===== src/rtl/pwm_capture.sv =====
// Four-channel PWM input capture: per-channel synchroniser + measurement FSM,
// with a memory-mapped CTRL/STATUS/PERIOD/HIGH register block.
`timescale 1ns/1ps

module pwm_capture_ch #(
    parameter int CNT_W       = 32,
    parameter int SYNC_STAGES = 2
) (
    input  logic             clk,
    input  logic             rst,
    input  logic             en,
    input  logic             pwm,
    output logic             cap,
    output logic             ovf,
    output logic [CNT_W-1:0] period,
    output logic [CNT_W-1:0] high
);
    typedef enum logic [1:0] {IDLE, WAIT_RISE, HIGH_PH, LOW_PH} state_t;

    state_t                 state, state_nx;
    logic [SYNC_STAGES-1:0] sync_pipe;
    logic                   sync, prev, rise, fall, cnt_max;
    logic [CNT_W-1:0]       cnt, cnt_nx, hlat, hlat_nx;

    // Both edges see the same flop depth, so measured widths carry no offset.
    always_ff @(posedge clk) begin
        if (rst) begin
            sync_pipe <= '0;
            prev      <= 1'b0;
        end else begin
            sync_pipe <= {sync_pipe[SYNC_STAGES-2:0], pwm};
            prev      <= sync_pipe[SYNC_STAGES-1];
        end
    end

    assign sync    = sync_pipe[SYNC_STAGES-1];
    assign rise    = sync & ~prev;
    assign fall    = ~sync & prev;
    assign cnt_max = &cnt;

    always_comb begin
        state_nx = state;
        cnt_nx   = cnt;
        hlat_nx  = hlat;
        cap      = 1'b0;
        ovf      = 1'b0;
        if (!en) begin
            state_nx = IDLE;
            cnt_nx   = '0;
        end else begin
            case (state)
                IDLE: begin
                    cnt_nx   = '0;
                    state_nx = WAIT_RISE;
                end
                WAIT_RISE: if (rise) begin
                    cnt_nx   = CNT_W'(1);
                    state_nx = HIGH_PH;
                end
                HIGH_PH: if (cnt_max) begin
                    ovf      = 1'b1;
                    cnt_nx   = '0;
                    state_nx = WAIT_RISE;
                end else begin
                    cnt_nx = cnt + CNT_W'(1);
                    if (fall) begin
                        hlat_nx  = cnt;
                        state_nx = LOW_PH;
                    end
                end
                LOW_PH: if (cnt_max) begin
                    ovf      = 1'b1;
                    cnt_nx   = '0;
                    state_nx = WAIT_RISE;
                end else if (rise) begin
                    // Rising edge closes one period and opens the next.
                    cap      = 1'b1;
                    cnt_nx   = CNT_W'(1);
                    state_nx = HIGH_PH;
                end else begin
                    cnt_nx = cnt + CNT_W'(1);
                end
                default: state_nx = IDLE;
            endcase
        end
    end

    always_ff @(posedge clk) begin
        if (rst) begin
            state  <= IDLE;
            cnt    <= '0;
            hlat   <= '0;
            period <= '0;
            high   <= '0;
        end else begin
            state <= state_nx;
            cnt   <= cnt_nx;
            hlat  <= hlat_nx;
            if (cap) begin
                period <= cnt;
                high   <= hlat;
            end
        end
    end
endmodule

module pwm_capture #(
    parameter int CNT_W       = 32,
    parameter int SYNC_STAGES = 2
) (
    input  logic        clk,
    input  logic        rst,
    input  logic        we_i,
    input  logic [31:0] write_addr,
    input  logic [31:0] write_data,
    input  logic [31:0] read_addr,
    output logic [31:0] read_data,
    input  logic [3:0]  pwm_in,
    output logic        irq_o
);
    localparam int          NUM_CH = 4;
    localparam logic [31:0] CTRL_A = 32'h6020_0000;
    localparam logic [31:0] STAT_A = 32'h6020_0004;
    localparam logic [31:0] PER_A  = 32'h6020_0010;

    logic [NUM_CH-1:0]            en, ie, valid, ovf_st, cap, ovf_hit, clr_v, clr_o;
    logic [NUM_CH-1:0][CNT_W-1:0] period, high;
    logic                         stat_we, wdata_unused;

    assign wdata_unused = ^write_data[31:12];

    function automatic logic [31:0] ext32(input logic [CNT_W-1:0] v);
        logic [CNT_W+31:0] w;
        w = {32'b0, v};
        return w[31:0];
    endfunction

    for (genvar g = 0; g < NUM_CH; g++) begin : g_ch
        pwm_capture_ch #(.CNT_W(CNT_W), .SYNC_STAGES(SYNC_STAGES)) u_ch (
            .clk    (clk),
            .rst    (rst),
            .en     (en[g]),
            .pwm    (pwm_in[g]),
            .cap    (cap[g]),
            .ovf    (ovf_hit[g]),
            .period (period[g]),
            .high   (high[g])
        );
    end

    assign stat_we = we_i && (write_addr == STAT_A);
    assign clr_v   = stat_we ? write_data[3:0] : '0;
    assign clr_o   = stat_we ? write_data[7:4] : '0;

    // A capture in the same cycle as its W1C wins: set is ORed after the clear.
    always_ff @(posedge clk) begin
        if (rst) begin
            en     <= '0;
            ie     <= '0;
            valid  <= '0;
            ovf_st <= '0;
        end else begin
            if (we_i && (write_addr == CTRL_A)) begin
                en <= write_data[3:0];
                ie <= write_data[11:8];
            end
            valid  <= (valid & ~clr_v) | cap;
            ovf_st <= (ovf_st & ~clr_o) | ovf_hit;
        end
    end

    always_comb begin
        read_data = '0;
        if (read_addr == CTRL_A)      read_data = {20'b0, ie, 4'b0, en};
        else if (read_addr == STAT_A) read_data = {24'b0, ovf_st, valid};
        for (int n = 0; n < NUM_CH; n++) begin
            if (read_addr == PER_A + 32'(8 * n))          read_data = ext32(period[n]);
            if (read_addr == PER_A + 32'(8 * n) + 32'd4)  read_data = ext32(high[n]);
        end
    end

    assign irq_o = |(valid & ie);
endmodule


===== config.mk =====
export PLATFORM = sky130hd
export DESIGN_NAME = pwm_capture
export DESIGN_NICKNAME = d
export VERILOG_FILES = /design/src/rtl/pwm_capture.sv
export SDC_FILE = /design/constraint.sdc
export NUM_CORES = 1
export LEC_CHECK = 0
export ABC_AREA = 1
export CORE_AREA = 5 5 277 279
export CTS_CLUSTER_SIZE = 10
export DETAILED_ROUTE_END_ITERATION = 6
export DIE_AREA = 0 0 282 284
export GPL_ROUTABILITY_DRIVEN = 0
export PLACE_DENSITY = 0.56
export SLEW_MARGIN = 20
export SYNTH_ARGS = -nofsm -noshare
export SYNTH_HDL_FRONTEND = slang
export SYNTH_SLANG_ARGS = --single-unit

===== constraint.sdc =====
create_clock -name clk -period 2.9 [get_ports clk]
set_input_delay 0.58 -clock clk [delete_from_list [all_inputs] [get_ports clk]]
set_output_delay 0.58 -clock clk [all_outputs]
set_load 0.01 [all_outputs]

==> results.sh <==
export IMPL_crit_family="simple AND/OR/NAND/NOR gates"
export IMPL_synth_top_area_share_pct=42.8
export IMPL_ioPinCount=136
export IMPL_synth_top_area_cell="dfxtp_1"
export IMPL_slowest_delay_ps=290
export IMPL_yosysSeqAreaShare_pct=42.8
export IMPL_setup_tns_ps=-9600
export IMPL_violations="setup timing"
export IMPL_fin_cells=4780
export IMPL_drc=0
export IMPL_layout_drive_gt1_share_pct=17.1
export IMPL_final_antenna_net_count=0
export IMPL_syn_nets=3703
export IMPL_powerDensity_mw_per_mm2=491
export IMPL_h_tree_depth=3
export IMPL_yosys_cell_count_top_type="inv_1"
export IMPL_period_share_pct=114
export IMPL_synthTopCellsByArea="dfxtp_1 (43%), inv_1 (9.3%), o21ai_0 (7.8%), a21oi_1 (7.6%), nand2_1 (6.8%)"
export IMPL_period_minus_slack_ps=3300
export IMPL_post_drt_wl_per_cell_um=17.7
export IMPL_clkTransAtPathRegs_ps=50
export IMPL_cts_hold_buf=0
export IMPL_critical_path_class="in2out"
export IMPL_die_area_mm2=0.0801
export IMPL_fin_skew_ps=37.3
export IMPL_cts_buffer_depth=3
export IMPL_cp_end_kind="output port"
export IMPL_routed_wl_um=84400
export IMPL_synth_edff_count=0
export IMPL_final_nets=3893
export IMPL_critPathLaunchType="primary input"
export IMPL_fp_row_count=100
export IMPL_die_h_um=284
export IMPL_design_area_mm2=0.0318
export IMPL_vias=23900
export IMPL_critPathBufInv=4
export IMPL_port_buffers=115
export IMPL_synth_seq_cells=548
export IMPL_yosys_most_used_dff="dfxtp_1"
export IMPL_coreArea_mm2=0.0739
export IMPL_grt_pass1_wl_um=129000
export IMPL_cp_cell_sequence="buf_6, nor2_4, nand4_1, nor2_4, nand2_4, nor2_4, buf_6, inv_8, o211ai_1, nor2_1, o211ai_1, a21oi_1, nor2_1, buf_2"
export IMPL_finalPower_mw=15.6
export IMPL_status="complete, but fails checks"
export IMPL_grt_max_degree=109
export IMPL_antenna_found_initial=1
export IMPL_gr_usage_all_layers_pct=20.3
export IMPL_dp_cells=4654
export IMPL_grt_pass1_vias=22100
export IMPL_async_reset_ff_share_pct=0
export IMPL_root_buffer="clkbuf_16"
export IMPL_cts_tree="done"
export IMPL_cts_buffers=68
export IMPL_whs_path_depth=2
export IMPL_min_delay_worst_endpoint="g_ch[1].u_ch.sync_pipe[1]"
export IMPL_synth_area_mm2=0.0256
export IMPL_fmax_mhz=303
export IMPL_die_w_um=282
export IMPL_slew_violations=0
export IMPL_rsz0062_at_grt="yes"
export IMPL_clkLatencyLatePin_ps=610
export IMPL_yosys_top_cells_count="inv_1 (636), dfxtp_1 (548), nand2_1 (465)"
export IMPL_syn_area_per_cell_um2=7.13
export IMPL_cap_violations=0
export IMPL_placed_cell_area_mm2=0.0286
export IMPL_setup_slack_ps=-404
export IMPL_synth_cells=3596
export IMPL_drtIter0Drc=2172
export IMPL_irDropWorstVdd_mv=0.328
export IMPL_r2r_start="g_ch[2].u_ch.cnt[1]"
export IMPL_ff2ff_path_depth=16
export IMPL_firstDrtPassIters=5
export IMPL_finalSetupViolations=32
export IMPL_crit_fanout=6
export IMPL_yosysUniqueCellTypes=62
export IMPL_initial_core_util_pct=34.7
export IMPL_area_growth_pct=23.9
export IMPL_clock_sinks=548
export IMPL_cp_required_ps=2320
export IMPL_crit_slowest_cell="o211ai_1"
export IMPL_grt_overflow=0
export IMPL_regToRegSetupSlack_ps=240
export IMPL_hold_class="in2reg"
export IMPL_viasPerCell=5.00
export IMPL_relSlewSlack_pct=55.4
export IMPL_hpwlAfterDp_um=61300
export IMPL_hp_start="rst"
export IMPL_worst_ep_arrival_time_ps=2720
export IMPL_rr_endpoint="g_ch[2].u_ch.cnt[8]"
export IMPL_tightest_slew_ps=668
export IMPL_diodes=0
export IMPL_ys_warn_count=0
export IMPL_leakage_nw=12.1
export IMPL_crit_top_cell="nor2_4"
export IMPL_hold_viol=0
timing repair:
action                     in CTS  in global routing
gates cloned                    1                  1
pin swaps                      99                110
setup buffers                  15                 23
resized for setup             401                180
setup endpoints to repair      32                 64
worst max path at each step:
stage | start | endpoint | slack [ps] | cells after the start
5_1_grt | read_addr[10] | read_data[4] | -520 | 14
3_5_place_dp | read_addr[21] | read_data[6] | -1280 | 14
4_1_cts | read_addr[8] | read_data[5] | -460 | 14
2_1_floorplan | read_addr[1] | read_data[23] | 140 | 10
3_3_place_gp | read_addr[21] | read_data[5] | -1280 | 15
6_report | read_addr[10] | read_data[4] | -400 | 14
cell families after synthesis:
group,share of synthesized area (%)
xor gates and xnor gates,2.08
and+or+nand+nor,19.2
AOI/OAI and AO/OA,22.4
DFF,42.8
adders and majority gates,0.195
buffers and inverters,13.4
routing by layer:
layer  part of all wire [%]  vias to the layer above  global-route usage (%)  wire [um]
li1                       -                    12000                       -          -
met1                     47                    11000                    29.6      39800
met2                     43                      679                    30.0      36100
met3                    6.7                      142                    3.34       5650
met4                    3.5                        0                    7.59       2950
met5                      0                        -                       0          0
sequential cells by signal (all words and copies together), names as in the netlist:
name / count
g_ch.u_ch.cnt: 128
g_ch.u_ch.state: 8
valid: 4
g_ch.u_ch.high: 128
g_ch.u_ch.period: 128
g_ch.u_ch.prev: 4
g_ch.u_ch.sync_pipe: 8
g_ch.u_ch.hlat: 128
ie: 4
en: 4
ovf_st: 4
area by class of cell:
class	instances	area (um2)
fill	7517	42200
multi-input combinational	2202	12100
sequential	548	11000
timing repair buffer	312	3020
inverter	654	2510
clock buffer	85	1850
tap	969	1210
clock inverter	10	91.3
placed cells by master (no fill, tap or decap), types with 7 or more instances in the layout:
cell | netlist | layout
clkdlybuf4s50_1 | 0 | 50
o31ai_1 | 9 | 9
nor3_2 | 8 | 15
dfxtp_1 | 548 | 548
buf_12 | 0 | 32
nand2_2 | 8 | 55
buf_6 | 17 | 43
clkbuf_1 | 112 | 11
inv_2 | 12 | 19
nor4_1 | 18 | 18
o21ai_1 | 81 | 113
buf_8 | 0 | 7
a221oi_2 | 0 | 8
nand4_1 | 40 | 40
a21oi_2 | 45 | 52
nand3_1 | 115 | 105
a21oi_1 | 391 | 384
clkbuf_2 | 0 | 9
nor2_1 | 316 | 277
nor3_4 | 4 | 7
nand2_1 | 465 | 410
xor2_1 | 56 | 56
nor2_2 | 10 | 28
buf_2 | 42 | 36
clkbuf_16 | 0 | 71
o21ai_2 | 0 | 18
o211ai_1 | 36 | 36
o21ai_0 | 398 | 347
o32ai_1 | 9 | 9
buf_4 | 20 | 132
nor3_1 | 68 | 58
nand2_4 | 7 | 12
o22ai_2 | 0 | 7
nand3_2 | 5 | 11
o22ai_1 | 24 | 17
inv_1 | 636 | 621
nor2_4 | 5 | 26
metrics by stage:
step                setup WS (ps)  hold slack [ps]  utilization [%]
floorplan                     139              388                -
global placement            -1280              389             38.7
detailed placement          -1280              399             38.7
CTS                          -464              345             42.1
global route                 -520              391             43.0
finish                       -404              367             43.0
worst register-to-register path, stage by stage, from the launching register on:
cell and delay, ps:
dfxtp_1 370, ha_1 240, nand2_2 90, inv_2 40, nand2_2 70, nor2_4 50
nand4_2 120, nor2_2 70, nand2_2 110, nor2_4 50, nand2_2 120, nand2_4 90
nor2_4 250, inv_2 140, a21oi_1 470, o221ai_1 220, inv_1 80
where the power goes:
| group | internal (mW) | switching (mW) | leakage [nW] |
|---|---|---|---|
| combinational | 0.170 | 0.232 | 6.77 |
| sequential | 7.54 | 0.00246 | 4.41 |
| clock | 4.45 | 3.19 | 0.954 |
| total | 12.2 | 3.43 | 12.1 |
Note: power is estimated with default switching activity, not from simulation.
